### src/rtl/dma_axi_burst_mem_slave.sv
// AXI4 burst memory slave: independent write and read FSMs over one
// register array, with FIXED/INCR/WRAP bursts, WSTRB and SLVERR.
module dma_axi_burst_mem_slave #(
  parameter int C_S_AXI_ID_WIDTH   = 1,
  parameter int C_S_AXI_DATA_WIDTH = 32,
  parameter int C_S_AXI_ADDR_WIDTH = 10,
  parameter int C_MEM_WORDS        = 64
) (
  input  logic                            ACLK,
  input  logic                            ARESETN,
  input  logic [C_S_AXI_ID_WIDTH-1:0]     s_axi_awid,
  input  logic [C_S_AXI_ADDR_WIDTH-1:0]   s_axi_awaddr,
  input  logic [7:0]                      s_axi_awlen,
  input  logic [2:0]                      s_axi_awsize,
  input  logic [1:0]                      s_axi_awburst,
  input  logic                            s_axi_awvalid,
  output logic                            s_axi_awready,
  input  logic [C_S_AXI_DATA_WIDTH-1:0]   s_axi_wdata,
  input  logic [C_S_AXI_DATA_WIDTH/8-1:0] s_axi_wstrb,
  input  logic                            s_axi_wlast,
  input  logic                            s_axi_wvalid,
  output logic                            s_axi_wready,
  output logic [C_S_AXI_ID_WIDTH-1:0]     s_axi_bid,
  output logic [1:0]                      s_axi_bresp,
  output logic                            s_axi_bvalid,
  input  logic                            s_axi_bready,
  input  logic [C_S_AXI_ID_WIDTH-1:0]     s_axi_arid,
  input  logic [C_S_AXI_ADDR_WIDTH-1:0]   s_axi_araddr,
  input  logic [7:0]                      s_axi_arlen,
  input  logic [2:0]                      s_axi_arsize,
  input  logic [1:0]                      s_axi_arburst,
  input  logic                            s_axi_arvalid,
  output logic                            s_axi_arready,
  output logic [C_S_AXI_ID_WIDTH-1:0]     s_axi_rid,
  output logic [C_S_AXI_DATA_WIDTH-1:0]   s_axi_rdata,
  output logic [1:0]                      s_axi_rresp,
  output logic                            s_axi_rlast,
  output logic                            s_axi_rvalid,
  input  logic                            s_axi_rready
);

  localparam int IDW = C_S_AXI_ID_WIDTH;
  localparam int DW  = C_S_AXI_DATA_WIDTH;
  localparam int AW  = C_S_AXI_ADDR_WIDTH;
  localparam int BPB = DW / 8;
  localparam int S   = $clog2(BPB);
  localparam int IW  = $clog2(C_MEM_WORDS);
  localparam logic [AW+8:0] LAST_W = (AW+9)'(C_MEM_WORDS - 1);
  localparam logic [1:0] B_FIXED = 2'b00;
  localparam logic [1:0] B_WRAP  = 2'b10;
  localparam logic [1:0] SLVERR  = 2'b10;

  typedef enum logic [1:0] {W_IDLE, W_DATA, W_RESP} w_state_t;
  typedef enum logic {R_IDLE, R_DATA} r_state_t;

  // Range check uses the last word the burst can touch
  function automatic logic bad_access(
    input logic [AW-1:0] a,
    input logic [7:0]    len,
    input logic [2:0]    size,
    input logic [1:0]    burst
  );
    logic [AW+8:0] w0;
    logic [AW+8:0] ln;
    logic [AW+8:0] last;
    logic          bad;
    w0 = {9'd0, a} >> S;
    ln = {{(AW+1){1'b0}}, len};
    case (burst)
      B_FIXED: last = w0;
      B_WRAP:  last = (w0 & ~ln) + ln;
      default: last = w0 + ln;
    endcase
    bad = (size != 3'(S)) || (burst == 2'b11) || (last > LAST_W);
    if (burst == B_WRAP)
      bad = bad || !(len == 8'd1 || len == 8'd3 ||
                     len == 8'd7 || len == 8'd15);
    return bad;
  endfunction

  function automatic logic [AW-1:0] next_addr(
    input logic [AW-1:0] a,
    input logic [7:0]    len,
    input logic [1:0]    burst
  );
    logic [AW-1:0] mask;
    logic [AW-1:0] nxt;
    mask = AW'(({24'd0, len} + 32'd1) * 32'(BPB) - 32'd1);
    case (burst)
      B_FIXED: nxt = a;
      B_WRAP:  nxt = (a & ~mask) | ((a + AW'(BPB)) & mask);
      default: nxt = a + AW'(BPB);
    endcase
    return nxt;
  endfunction

  logic [DW-1:0] mem [C_MEM_WORDS];

  w_state_t       w_state;
  logic [IDW-1:0] w_id;
  logic [AW-1:0]  w_addr;
  logic [7:0]     w_len;
  logic [7:0]     w_cnt;
  logic [1:0]     w_burst;
  logic           w_err;
  logic           w_mis;

  r_state_t       r_state;
  logic [AW-1:0]  r_addr;
  logic [7:0]     r_len;
  logic [7:0]     r_cnt;
  logic [1:0]     r_burst;
  logic           r_err;

  assign w_mis = s_axi_wlast != (w_cnt == w_len);

  always_ff @(posedge ACLK) begin
    if (!ARESETN) begin
      w_state       <= W_IDLE;
      s_axi_awready <= 1'b0;
      s_axi_wready  <= 1'b0;
      s_axi_bvalid  <= 1'b0;
      s_axi_bid     <= '0;
      s_axi_bresp   <= '0;
      w_id          <= '0;
      w_addr        <= '0;
      w_len         <= '0;
      w_cnt         <= '0;
      w_burst       <= '0;
      w_err         <= 1'b0;
    end else begin
      unique case (w_state)
        W_IDLE: begin
          s_axi_awready <= 1'b1;
          if (s_axi_awvalid && s_axi_awready) begin
            w_id          <= s_axi_awid;
            w_addr        <= s_axi_awaddr;
            w_len         <= s_axi_awlen;
            w_burst       <= s_axi_awburst;
            w_err         <= bad_access(s_axi_awaddr, s_axi_awlen,
                                        s_axi_awsize, s_axi_awburst);
            w_cnt         <= '0;
            s_axi_awready <= 1'b0;
            s_axi_wready  <= 1'b1;
            w_state       <= W_DATA;
          end
        end
        W_DATA: begin
          if (s_axi_wvalid && s_axi_wready) begin
            w_addr <= next_addr(w_addr, w_len, w_burst);
            w_cnt  <= w_cnt + 8'd1;
            if (w_mis) w_err <= 1'b1;
            // Beat count, not WLAST, decides where the burst ends
            if (w_cnt == w_len) begin
              s_axi_wready <= 1'b0;
              s_axi_bvalid <= 1'b1;
              s_axi_bid    <= w_id;
              s_axi_bresp  <= (w_err || w_mis) ? SLVERR : 2'b00;
              w_state      <= W_RESP;
            end
          end
        end
        W_RESP: begin
          if (s_axi_bvalid && s_axi_bready) begin
            s_axi_bvalid  <= 1'b0;
            s_axi_awready <= 1'b1;
            w_state       <= W_IDLE;
          end
        end
        default: w_state <= W_IDLE;
      endcase
    end
  end

  always_ff @(posedge ACLK) begin
    if (ARESETN && s_axi_wvalid && s_axi_wready && !w_err) begin
      for (int b = 0; b < BPB; b++)
        if (s_axi_wstrb[b])
          mem[w_addr[S +: IW]][8*b +: 8] <= s_axi_wdata[8*b +: 8];
    end
  end

  always_ff @(posedge ACLK) begin
    if (!ARESETN) begin
      r_state       <= R_IDLE;
      s_axi_arready <= 1'b0;
      s_axi_rvalid  <= 1'b0;
      s_axi_rid     <= '0;
      s_axi_rresp   <= '0;
      s_axi_rlast   <= 1'b0;
      r_addr        <= '0;
      r_len         <= '0;
      r_cnt         <= '0;
      r_burst       <= '0;
      r_err         <= 1'b0;
    end else begin
      unique case (r_state)
        R_IDLE: begin
          s_axi_arready <= 1'b1;
          if (s_axi_arvalid && s_axi_arready) begin
            r_addr        <= s_axi_araddr;
            r_len         <= s_axi_arlen;
            r_burst       <= s_axi_arburst;
            r_err         <= bad_access(s_axi_araddr, s_axi_arlen,
                                        s_axi_arsize, s_axi_arburst);
            r_cnt         <= '0;
            s_axi_arready <= 1'b0;
            s_axi_rvalid  <= 1'b1;
            s_axi_rid     <= s_axi_arid;
            s_axi_rresp   <= bad_access(s_axi_araddr, s_axi_arlen,
                                        s_axi_arsize, s_axi_arburst)
                             ? SLVERR : 2'b00;
            s_axi_rlast   <= (s_axi_arlen == 8'd0);
            r_state       <= R_DATA;
          end
        end
        R_DATA: begin
          if (s_axi_rvalid && s_axi_rready) begin
            if (s_axi_rlast) begin
              s_axi_rvalid  <= 1'b0;
              s_axi_rlast   <= 1'b0;
              s_axi_rresp   <= 2'b00;
              s_axi_arready <= 1'b1;
              r_state       <= R_IDLE;
            end else begin
              r_addr      <= next_addr(r_addr, r_len, r_burst);
              r_cnt       <= r_cnt + 8'd1;
              s_axi_rlast <= (r_cnt + 8'd1 == r_len);
            end
          end
        end
        default: r_state <= R_IDLE;
      endcase
    end
  end

  // Read port is combinational off the registered address
  assign s_axi_rdata = (s_axi_rvalid && !r_err) ?
                       mem[r_addr[S +: IW]] : '0;

endmodule

### config.mk
export PLATFORM = sky130hd
export DESIGN_NAME = dma_axi_burst_mem_slave
export DESIGN_NICKNAME = d
export VERILOG_FILES = /design/src/rtl/dma_axi_burst_mem_slave.sv
export SDC_FILE = /design/constraint.sdc
export NUM_CORES = 2
export LEC_CHECK = 0
export CAP_MARGIN = 30
export CORE_AREA = 8 8 549 551
export DETAILED_ROUTE_END_ITERATION = 16
export DIE_AREA = 0 0 557 559
export PLACE_DENSITY = 0.53
export SLEW_MARGIN = 10
export SYNTH_ARGS = -nofsm -noshare
export SYNTH_HDL_FRONTEND = slang
export SYNTH_SLANG_ARGS = --single-unit
### constraint.sdc
create_clock -name ACLK -period 2.55 [get_ports ACLK]
set_input_delay 0.3825 -clock ACLK [delete_from_list [all_inputs] [get_ports ACLK]]
set_output_delay 0.3825 -clock ACLK [all_outputs]
set_load 0.03 [all_outputs]
# After elaboration in Yosys (flattened, before gate mapping)
# Memory sizes are Yosys's and may differ from the RTL's. A register that Yosys moved wholly into a read port is not among the register bits.
# Cells that the tools add are included.
# classes
n_shift,0
n_div,0
eq_ne,32
n_lt_le_gt_ge,2
reduce_logical,50
n_bitwise,13
muxes,86
multipliers,0
addsub,12
# op_table
op,n
two-way mux 19 bit,6
case mux 10 bit (2 select lines),4
case mux 19 bit (2 select lines),2
two-way mux 10 bit,5
bitwise AND 10 bit,4
two-way mux 1 bit,40
two-way mux 8 bit,5
adder 19 x 8 -> 19 bit,2
bitwise AND 8 x 19 -> 19 bit,2
greater-than comparator 19 x 6 -> 1 bit (second input constant),2
NOT 8 -> 19 bit,2
adder 8 x 1 -> 8 bit (second input constant),4
two-way mux 32 bit,1
case mux 8 bit (2 select lines),2
AND reduction 4 bit,6
adder 10 x 3 -> 10 bit (second input constant),2
!= test 2 bit (second input constant),10
NOT 10 bit,2
OR 10 bit,2
subtractor 10 x 1 -> 10 bit (second input constant),2
adder 8 x 8 -> 9 bit,2
two-way mux 2 bit,9
equality test 8 x 1 -> 1 bit (second input constant),2
equality test 8 x 2 -> 1 bit (second input constant),2
21 further kinds,75
# word_totals
romBits,0
register_bits,74
latch_bits,0
memories,1
elab_cells,219
ramBits,2048
# mem_list
memory,words,word_bits,rd,rd_clocked_by_memory_dff,wr,line_no,source
mem,64,32,1,1,1,97,logic [DW-1:0] mem [C_MEM_WORDS];

# Logic depth before layout (Yosys ltp)
# depth
depth_word,17
mapped_depth,10
depth_no_buf,10

# Worst setup path after synthesis
# OpenSTA, ideal clock, no wires.
# synth_path
path_kind,register to output
start,register with a tool-made name
end,output port s_axi_rdata[14]
arrival_time_ps,2379
slack_ps,-212
stages_incl_launch_ff,7
n_path_buf,3
required_time_ps,2168
path_cell_list,dfxtp_1 -> buf_2 -> inv_1 -> buf_2 -> buf_2 -> mux4_2 -> o31ai_1
# synth_lines
item,line_no,source
to (decl),35,"output logic [C_S_AXI_DATA_WIDTH-1:0] s_axi_rdata,"

==> flow_summary.ini <==
[status]
run_status = finished with violations
failed_checks = negative setup slack

[timing]
timing.hold.ws_ps = 71.6
maxClockFrequency_mhz = 252
timing.slew.headroom = 0.470
final_max_slew_viol_count = 0
unrepaired_setup_endpoints_after_global_routing = yes
fin_worst_skew_ps = 110
hold_fails_final_rpt = 0
max_slew.worst_pin.slew_ps = 795
fin_crit_ps = 3960
pnr_worst_setup_slack_ps = -1410
report.final.setup_viol = 38
min_period_over_period = 1.55

[placement]
place_inst = 8687
dpl_cell_area_mm2 = 0.0966
detailed_place_hpwl_um = 166000
buffer_ports.inserted = 129
place_congestion = 0.830

[cells_and_area]
area.sequential_mm2 = 0.0629
final_cell_count_no_fill = 9197
final_cell_area_mm2 = 0.107
post_route_cells_drive_above_1_share = 0.377
final_nets = 5242
mostFrequentLayoutCell = edfxtp_1
layout_common_cells = 2048 x edfxtp_1, 589 x mux4_2, 558 x buf_4
num-fill-cells = 26900
area_growth_pct = 26.8
multiInputGateArea_mm2 = 0.0211

[synth]
ys.warnings.count = 0
synth_enable_flop_cells = 2048
synth-seq-area-share = 0.746
asyncSetResetFlopFracSynth = 0
syn_area_mm2 = 0.0843
synthesis.area_per_instance_um2 = 20.4
synth_cell_types = 67
postSynthCellCount = 4136
synth-main-ff-cell = edfxtp_1
postSynthRegisterBits = 2118

[routing]
ant_nets = 0
drt_iter0_markers = 4775
wl_per_cell_um = 27.0
vias_cell = 4.88
num_vias = 44800
drcViolationCount = 0
detail_route.first_pass.iterations = 6
routed_wl_um = 248000

[critical_path]
startpoint_type = flip-flop
ff_to_ff_setup_slack_ps = -10
criticalPathCategory = flip-flop to primary output
worst-endpoint-arrival_ps = 3580
critical_path.max_fanout = 5
timing.critical_path.to_type = primary output
timing.critical_path.required_ps = 2170

[hold_path]
min-delay-path-class = primary input to flip-flop
hp-start = s_axi_wdata[1]

[global_route]
grt-busiest-layer = met2
initial_antenna_violation_count = 13
grt_first_pass_wirelength_um = 352000
global_routing_met3_resource_utilization = 0.0276
grt_overflow = 0
use_met1 = 0.217
via_count_of_the_first_global_routing_pass = 45900
largest_net_degree_at_the_start_of_global_routing = 67
global_route_usage_over_all_layers = 0.155
grt_util_met2 = 0.249

[power]
total_power_per_unit_cell_area_mw_per_mm2 = 714
power.total_uw = 76200
vdd.ir_drop.worst_mv = 0.550
static-leakage-power_uw = 0.0339

[die]
die-area_mm2 = 0.311
core_area_mm2 = 0.293
num_rows = 199
die_w_um = 557
starting_density = 0.288
die_height_um = 559
ios = 136

[clock_tree]
clock_slew_at_reported_path_ffs_ps = 60
ctsLongestPathBuffers = 4
worst_skew_pair.late_latency_ps = 910
numCtsBuffers = 225
clock_tree.root_cell = clkbuf_16
cts_tree = yes
h_tree_depth = 4
clock_sinks = 2118

[job]
timing.max_cap.violations = 0
[synth_stat cells, types with 14 or more instances]
| library cell | n | share of area |
|---|---|---|
| buf_1 | 24 | 0.0011 |
| nor2b_1 | 24 | 0.0018 |
| dfxtp_1 | 70 | 0.017 |
| and3_1 | 14 | 0.0010 |
| a21boi_0 | 32 | 0.0029 |
| a21oi_1 | 47 | 0.0028 |
| o22ai_1 | 17 | 0.0013 |
| xnor2_1 | 24 | 0.0025 |
| and2_1 | 25 | 0.0019 |
| a31oi_1 | 16 | 0.0012 |
| mux2i_1 | 73 | 0.0087 |
| nor2_1 | 310 | 0.014 |
| inv_1 | 46 | 0.0020 |
| edfxtp_1 | 2048 | 0.73 |
| buf_6 | 14 | 0.0019 |
| nand3_1 | 30 | 0.0018 |
| a22oi_1 | 30 | 0.0027 |
| a211oi_1 | 30 | 0.0027 |
| buf_2 | 60 | 0.0036 |
| buf_4 | 37 | 0.0033 |
| mux4_2 | 589 | 0.16 |
| clkbuf_1 | 89 | 0.0040 |
| ha_1 | 54 | 0.0080 |
| nor3_1 | 26 | 0.0015 |
| nand2_1 | 212 | 0.0094 |
| o21ai_0 | 50 | 0.0030 |
[where the power goes]
| group | internal (uW) | switching, uW | leakage, uW |
|---|---|---|---|
| clock | 18500 | 13600 | 0.00353 |
| combinational | 2730 | 3110 | 0.0114 |
| sequential | 38200 | 92.2 | 0.0190 |
[layer usage]
layer / share of wire / up-vias
li1: - / 18900
met1: 0.43 / 24000
met2: 0.47 / 1535
met3: 0.065 / 347
met4: 0.033 / 2
met5: 0.000052 / -
[cell families (layout without fill, tap and decap cells)]
kind of cell / count (synthesis) / after routing / synth area share
compound gates: 279 / 279 / 0.0220
xor+xnor: 33 / 33 / 0.00343
simple gates: 712 / 712 / 0.0371
mux: 667 / 667 / 0.167
fa+ha+maj: 56 / 56 / 0.00849
other cells: 1 / 5 / 0.0000445
flops: 2118 / 2118 / 0.746
buf+inv: 270 / 1408 / 0.0158
[state kept, by name (all words and copies together) (netlist names), 2 cells and up, named ones only]
name,count
w_state,2
mem,2048
w_burst,2
r_len,8
w_len,8
r_addr,6
r_burst,2
r_cnt,8
w_cnt,8
[area by class of cell]
class	count	share of cell area
Antenna cell	3	0.0000703
Clock buffer	259	0.0546
Clock inverter	149	0.0126
Inverter	46	0.00165
Multi-Input combinational cell	1749	0.198
Sequential cell	2118	0.589
Tap cell	3919	0.0459
Timing Repair Buffer	954	0.0984
[critical path, stage by stage, from the launching register on]
cell      delay, ps
dfxtp_4         380
buf_12          190
buf_16          190
buf_16          150
buf_12          130
buf_8           100
mux4_2          490
mux2_4          280
o211ai_1        380
a31oi_2         190
buf_6           170
[path summary, 6_finish.rpt]
kind | depth (start not counted) | to
worst min register to register | 2 | w_id
worst max register to register | 5 | mem[59][10]
worst max-delay path | 10 | s_axi_rdata[1]
worst min-delay path | 1 | mem[7][1]
[repair_timing]
item / CTS / global route
pin swaps: 61 / 50
gates cloned: 18 / 4
buffers inserted: 60 / 25
hold endpoints to repair: 174 / 0
setup endpoints to repair: 40 / 153
resized for setup: 302 / 76
hold buffers: 8 / 0
[metrics by stage]
| stage | setup WS, ps | TNS [ps] | utilization |
|---|---|---|---|
| floorplan | -4.48 | -26.7 | - |
| global placement | -937 | -25640 | 0.330 |
| detailed placement | -899 | -28040 | 0.330 |
| CTS | -1480 | -43800 | 0.363 |
| global route | -1480 | -44240 | 0.365 |
| finish | -1410 | -41870 | 0.365 |
Note: power is estimated with default switching activity, not from simulation.
